==> src/rtl/alarm_control.sv <==
// Alarm time storage, set-mode editor and arm/stop/snooze control for the alarm trigger block.
// Define ALARM_SNOOZE_EN to compile in snooze support; without it snoozePulse is ignored and snoozeActive stays 0.
module alarm_control #(
    parameter int SNOOZE_MIN = 9
) (
    input  logic       clk5MHz,
    input  logic       reset,
    input  logic       setPulse,
    input  logic       incPulse,
    input  logic       armPulse,
    input  logic       stopPulse,
    input  logic       snoozePulse,
    input  logic [5:0] clockMinutes,
    input  logic [5:0] clockHours,
    output logic [5:0] alarmMinutes,
    output logic [5:0] alarmHours,
    output logic       alarmEnable,
    output logic       alarmClear,
    output logic [1:0] setMode,
    output logic       armed,
    output logic       snoozeActive
);

    typedef enum logic [1:0] {IDLE = 2'd0, SET_HOUR = 2'd1, SET_MIN = 2'd2} state_t;

    state_t     state, stateNext;
    logic [5:0] storedHours, storedMinutes, storedHoursNext, storedMinutesNext;
    logic [5:0] shadowHours, shadowMinutes, shadowHoursNext, shadowMinutesNext;
    logic [5:0] snoozeHours, snoozeMinutes, snoozeHoursNext, snoozeMinutesNext;
    logic       stopped, stoppedNext, armedNext, snoozeActiveNext;
    logic       clearNext, enableNext;
    logic [5:0] alarmHoursNext, alarmMinutesNext;
    logic       snoozeReq;

`ifdef ALARM_SNOOZE_EN
    assign snoozeReq = snoozePulse;
`else
    logic unused_snooze;
    assign snoozeReq     = 1'b0;
    assign unused_snooze = snoozePulse;
`endif

    // Snooze target: current clock time plus SNOOZE_MIN, carrying into the hour.
    logic [6:0] snoozeSum;
    logic [5:0] snoozeMinCalc, snoozeHourCalc;
    always_comb begin
        snoozeSum      = {1'b0, clockMinutes} + 7'(SNOOZE_MIN);
        snoozeMinCalc  = snoozeSum[5:0];
        snoozeHourCalc = clockHours;
        if (snoozeSum >= 7'd60) begin
            snoozeMinCalc  = 6'(snoozeSum - 7'd60);
            snoozeHourCalc = (clockHours == 6'd23) ? 6'd0 : clockHours + 6'd1;
        end
    end

    // NOTE: every next-value signal takes its hold value first, so no path through this block infers a latch.
    always_comb begin
        stateNext         = state;
        storedHoursNext   = storedHours;
        storedMinutesNext = storedMinutes;
        shadowHoursNext   = shadowHours;
        shadowMinutesNext = shadowMinutes;
        snoozeHoursNext   = snoozeHours;
        snoozeMinutesNext = snoozeMinutes;
        snoozeActiveNext  = snoozeActive;
        armedNext         = armed;
        stoppedNext       = stopped;
        clearNext         = 1'b0;

        if (stopped && (clockMinutes != alarmMinutes))
            stoppedNext = 1'b0;

        if (setPulse) begin
            snoozeActiveNext = 1'b0;
            unique case (state)
                IDLE: begin
                    stateNext         = SET_HOUR;
                    shadowHoursNext   = storedHours;
                    shadowMinutesNext = storedMinutes;
                    clearNext         = 1'b1;
                end
                SET_HOUR: stateNext = SET_MIN;
                default: begin
                    stateNext         = IDLE;
                    storedHoursNext   = shadowHours;
                    storedMinutesNext = shadowMinutes;
                end
            endcase
        end else if (stopPulse) begin
            if (state == IDLE && armed) begin
                clearNext        = 1'b1;
                stoppedNext      = 1'b1;
                snoozeActiveNext = 1'b0;
            end
        end else if (snoozeReq) begin
            if (state == IDLE && armed) begin
                clearNext         = 1'b1;
                stoppedNext       = 1'b0;
                snoozeActiveNext  = 1'b1;
                snoozeHoursNext   = snoozeHourCalc;
                snoozeMinutesNext = snoozeMinCalc;
            end
        end else if (armPulse) begin
            if (state == IDLE) begin
                armedNext = ~armed;
                if (armed) begin
                    clearNext        = 1'b1;
                    snoozeActiveNext = 1'b0;
                end
            end
        end else if (incPulse) begin
            if (state == SET_HOUR)
                shadowHoursNext = (shadowHours == 6'd23) ? 6'd0 : shadowHours + 6'd1;
            else if (state == SET_MIN)
                shadowMinutesNext = (shadowMinutes == 6'd59) ? 6'd0 : shadowMinutes + 6'd1;
        end

        // Outputs are registered from the next state so they line up with setMode.
        enableNext = armedNext && (stateNext == IDLE) && !stoppedNext;
        if (stateNext != IDLE) begin
            alarmHoursNext   = shadowHoursNext;
            alarmMinutesNext = shadowMinutesNext;
        end else if (snoozeActiveNext) begin
            alarmHoursNext   = snoozeHoursNext;
            alarmMinutesNext = snoozeMinutesNext;
        end else begin
            alarmHoursNext   = storedHoursNext;
            alarmMinutesNext = storedMinutesNext;
        end
    end

    // NOTE: state is updated with non-blocking assignments so every register samples pre-edge values.
    always_ff @(posedge clk5MHz) begin
        if (reset) begin
            state         <= IDLE;
            storedHours   <= '0;
            storedMinutes <= '0;
            shadowHours   <= '0;
            shadowMinutes <= '0;
            snoozeHours   <= '0;
            snoozeMinutes <= '0;
            snoozeActive  <= 1'b0;
            armed         <= 1'b0;
            stopped       <= 1'b0;
            alarmClear    <= 1'b0;
            alarmEnable   <= 1'b0;
            alarmHours    <= '0;
            alarmMinutes  <= '0;
            setMode       <= 2'd0;
        end else begin
            state         <= stateNext;
            storedHours   <= storedHoursNext;
            storedMinutes <= storedMinutesNext;
            shadowHours   <= shadowHoursNext;
            shadowMinutes <= shadowMinutesNext;
            snoozeHours   <= snoozeHoursNext;
            snoozeMinutes <= snoozeMinutesNext;
            snoozeActive  <= snoozeActiveNext;
            armed         <= armedNext;
            stopped       <= stoppedNext;
            alarmClear    <= clearNext;
            alarmEnable   <= enableNext;
            alarmHours    <= alarmHoursNext;
            alarmMinutes  <= alarmMinutesNext;
            setMode       <= stateNext;
        end
    end

endmodule

==> config.mk <==
export PLATFORM = sky130hd
export DESIGN_NAME = alarm_control
export DESIGN_NICKNAME = d
export VERILOG_FILES = /design/src/rtl/alarm_control.sv
export SDC_FILE = /design/constraint.sdc
export NUM_CORES = 1
export LEC_CHECK = 0
export BUFFER_PORTS_ARGS = -buffer_cell sky130_fd_sc_hd__buf_2
export CORE_MARGIN = 2
export CORE_UTILIZATION = 56
export DETAILED_ROUTE_END_ITERATION = 8
export GPL_TIMING_DRIVEN = 0
export PLACE_DENSITY = 0.79
export SYNTH_ARGS = -nofsm -noshare
export SYNTH_HDL_FRONTEND = slang
export SYNTH_SLANG_ARGS = --single-unit
==> constraint.sdc <==
create_clock -name clk5MHz -period 2.4 [get_ports clk5MHz]
set_clock_uncertainty 0.1 [all_clocks]
set_input_delay 0.12 -clock clk5MHz [delete_from_list [all_inputs] [get_ports clk5MHz]]
set_output_delay 0.12 -clock clk5MHz [all_outputs]
set_load 0.03 [all_outputs]
==> qor.csv <==
stage,metric,value,unit
yosys,fraction of the yosys area taken by sequential cells,0.372,
critical_path,sequence of cells on the critical path,"or2_2, inv_1, clkbuf_4, ha_1, nand2_1, o311ai_1, buf_4, a21oi_1, a211oi_1",
detailed_routing,drt via density,6.51,
yosys,synthesis-stage register bit count,43,
placement,half-perimeter wire length after detailed placement,4510,um
critical_path,flop-to-flop setup slack,100,ps
critical_path,worst endpoint required time,2510,ps
worst_hold_path,Hold WC Path Type,in -> reg,
yosys,cell area after synthesis,2320,sq um
sta,crit path time final,2300,ps
critical_path,critical path depth in cells,9,
critical_path,"delay-heaviest family, CP",buffers and inverters,
sta,number of max-slew violations in the final report,0,
floorplanning,core area,4000,sq um
placement,IO Port Bufs,28,
clock_network,Worst-path clk slew,80,ps
worst_hold_path,hold path depth,3,
critical_path,signal arrival time at the worst endpoint,2420,ps
layout,most frequent cells in the layout,"dfxtp_1, buf_2, nand2_1",
clock_network,clock latency at the later pin of the worst-skew pair,310,ps
critical_path,critical-path maximum fanout,10,
yosys,synth warn,0,
layout,number of diodes added for antenna fixing,0,
clock_network,CTS Root Buffer Type,clkbuf_8,
yosys,leading post-synthesis cells by cell area,"dfxtp_1, a21oi_1, nand2_1",
sta,max_slew headroom,0.471,
floorplanning,top-level port count,37,
detailed_routing,DRT Pass-1 Iters,6,
pwr,Tot Pwr,0.00172,W
detailed_routing,number of remaining DRC errors,0,
sta,Post-Route Hold Slack,126,ps
sta,highest achievable clock rate,434,MHz
global_routing,global-route layer with the greatest usage,met2,
yosys,synthesized instance count,280,
clock_network,total clock buffers created by CTS,5,
layout,proportion of layout cells with a drive suffix above 1,0.190,
layout,most common library cell in the layout ignoring fill and taps,dfxtp_1,
critical_path,Setup crit start kind,register,
pwr,VDD IR max,0.396,mV
job,number of max-cap violations,0,
yosys,proportion of synthesized flip-flops having asynchronous set or reset,0,
critical_path,R2R cell count,9,
global_routing,met1 layer usage reported by global route,0.384,
placement,final RePlAce weighted congestion,0.997,
critical_path,category of the most critical setup path,reg -> reg,
floorplanning,initial core utilization,0.579,
floorplanning,die outline area,4670,sq um
clock_network,number of H-tree branching levels,2,
placement,Setup Slack @ Placement,43.4,ps
yosys,number of enable-type register cells in the synthesized netlist,0,
critical_path,critical path buffer and inverter count,3,
global_routing,maximum number of pins on one net before global-route repair,15,
sta,worst-case setup margin in the final layout,95.9,ps
detailed_routing,aggregate routed wire length,6750,um
global_routing,met2 routing resource usage after global routing,0.481,
floorplanning,die width,68.3,um
critical_path,cell with the largest stage delay on the worst path,dfxtp_1,
yosys,count of different cell masters after synthesis,56,
sta,final setup violating endpoints,0,
global_routing,Global Route met3 Usage,0.0691,
clock_network,number of sinks driven by the clock tree,43,
detailed_routing,routed via count,2383,
placement,area of placed instances,2520,sq um
detailed_routing,Antenna Violating Nets Remaining,0,
detailed_routing,per-cell routed wire length,18.4,um
global_routing,leftover overflow at the end of global routing,0,
layout,"Net count, final",337,
pwr,power per cell area,646,nW/um^2
yosys,area share of the largest cell type after synthesis,0.372,
sta,Tcrit/Tclk final,0.960,
yosys,net count after synthesis,302,
pwr,cell leakage power,0.995,nW
critical_path,nature of the critical path endpoint,register,
layout,cell area after layout,2670,sq um
clock_network,count of buffers added by post-CTS timing repair for setup,0,
sta,number of hold violations in the final report,0,
sta,Setup Total Neg Slack,0,ps
layout,Area growth syn-to-layout,15.1,%
status,outcome,"complete, no violations",
sta,slew at the pin closest to its max-slew limit,794,ps
global_routing,via count of the first global-routing pass,2089,
yosys,average footprint of a synthesized cell,8.27,sq um
floorplanning,height of the die,68.3,um
global_routing,wire length of the first global-routing pass,10300,um
global_routing,initial antenna violation count,0,
floorplanning,floorplan row count,23,
yosys,most used flip-flop cell after synthesis,dfxtp_1,
global_routing,overall fraction of global-route tracks in use,0.304,
clock_network,CTS tree,yes,
critical_path,peak per-stage delay on the critical path,420,ps
clock_network,number of buffers on the longest clock path,2,
detailed_routing,initial detailed-routing violation count,260,
yosys,Synth area leader,dfxtp_1,
## tightest hold or removal path: stages
cell and delay (ps):
buf_2 130, o21ai_0 160, a21oi_1 70
## per-layer routing
metal	vias up	routed length, um
met4	0	204
met2	149	3050
li1	1105	-
met3	27	650
met1	1102	2840
met5	-	0
## sequential cells by signal, summed over array words and instances (netlist names), 2 cells and up
signal / cells
storedHours: 6
shadowMinutes: 6
storedMinutes: 6
shadowHours: 6
alarmHours: 6
state: 2
alarmMinutes: 6
## cells by family after synthesis
family,share of synthesized area
AO/OA/AOI/OAI,0.281
XOR/XNOR,0.0265
adder cells (fa/ha/maj),0.0162
buffers and inverters,0.0567
flip-flops,0.372
multiplexers,0.0222
AND/OR/NAND/NOR,0.225
## stage by stage
| stage | cells | utilization |
|---|---|---|
| 2_1_floorplan | 280 | - |
| 3_3_place_gp | 358 | 0.630 |
| 3_5_place_dp | 358 | 0.630 |
| 4_1_cts | 366 | 0.664 |
| 5_1_grt | 366 | 0.667 |
| 6_report | 366 | 0.667 |
## final cells by class
| class | instances | area [sq um] |
|---|---|---|
| Buffer | 24 | 104 |
| Clock buffer | 5 | 68.8 |
| Clock inverter | 3 | 67.6 |
| Fill cell | 345 | 1330 |
| Inverter | 9 | 33.8 |
| Multi-Input combinational cell | 204 | 1330 |
| Sequential cell | 43 | 861 |
| Tap cell | 50 | 62.6 |
| Timing Repair Buffer | 28 | 140 |
## Yosys cell counts, types with 5 or more instances
cell type / number
buf_1: 5
xnor2_1: 6
buf_2: 6
nand3_1: 15
or3_1: 5
nor3b_1: 5
a21bo_2: 8
nand2_1: 25
nor2b_1: 7
nand2b_1: 5
o21ai_0: 8
clkbuf_1: 13
inv_1: 9
a311oi_1: 5
a31oi_1: 8
dfxtp_1: 43
nor2_1: 15
a21oi_1: 24
## path summary, 6_finish.rpt
path	from	to
min	armPulse	alarmClear
max reg2reg	state[0]	alarmHours[2]
min reg2reg	storedMinutes[5]	storedMinutes[5]
max	state[0]	alarmHours[2]
## where the power goes
part / switching [W] / total (W) / internal, W
clock network: 0.000257 / 0.000672 / 0.000415
registers: 0.0000241 / 0.000766 / 0.000742
logic: 0.000192 / 0.000285 / 0.0000938
## timing repair
action	CTS	global route
resized for setup	0	6
endpoints found under the setup margin	0	8
hold buffers	0	0
(Power assumes the default switching activity.)
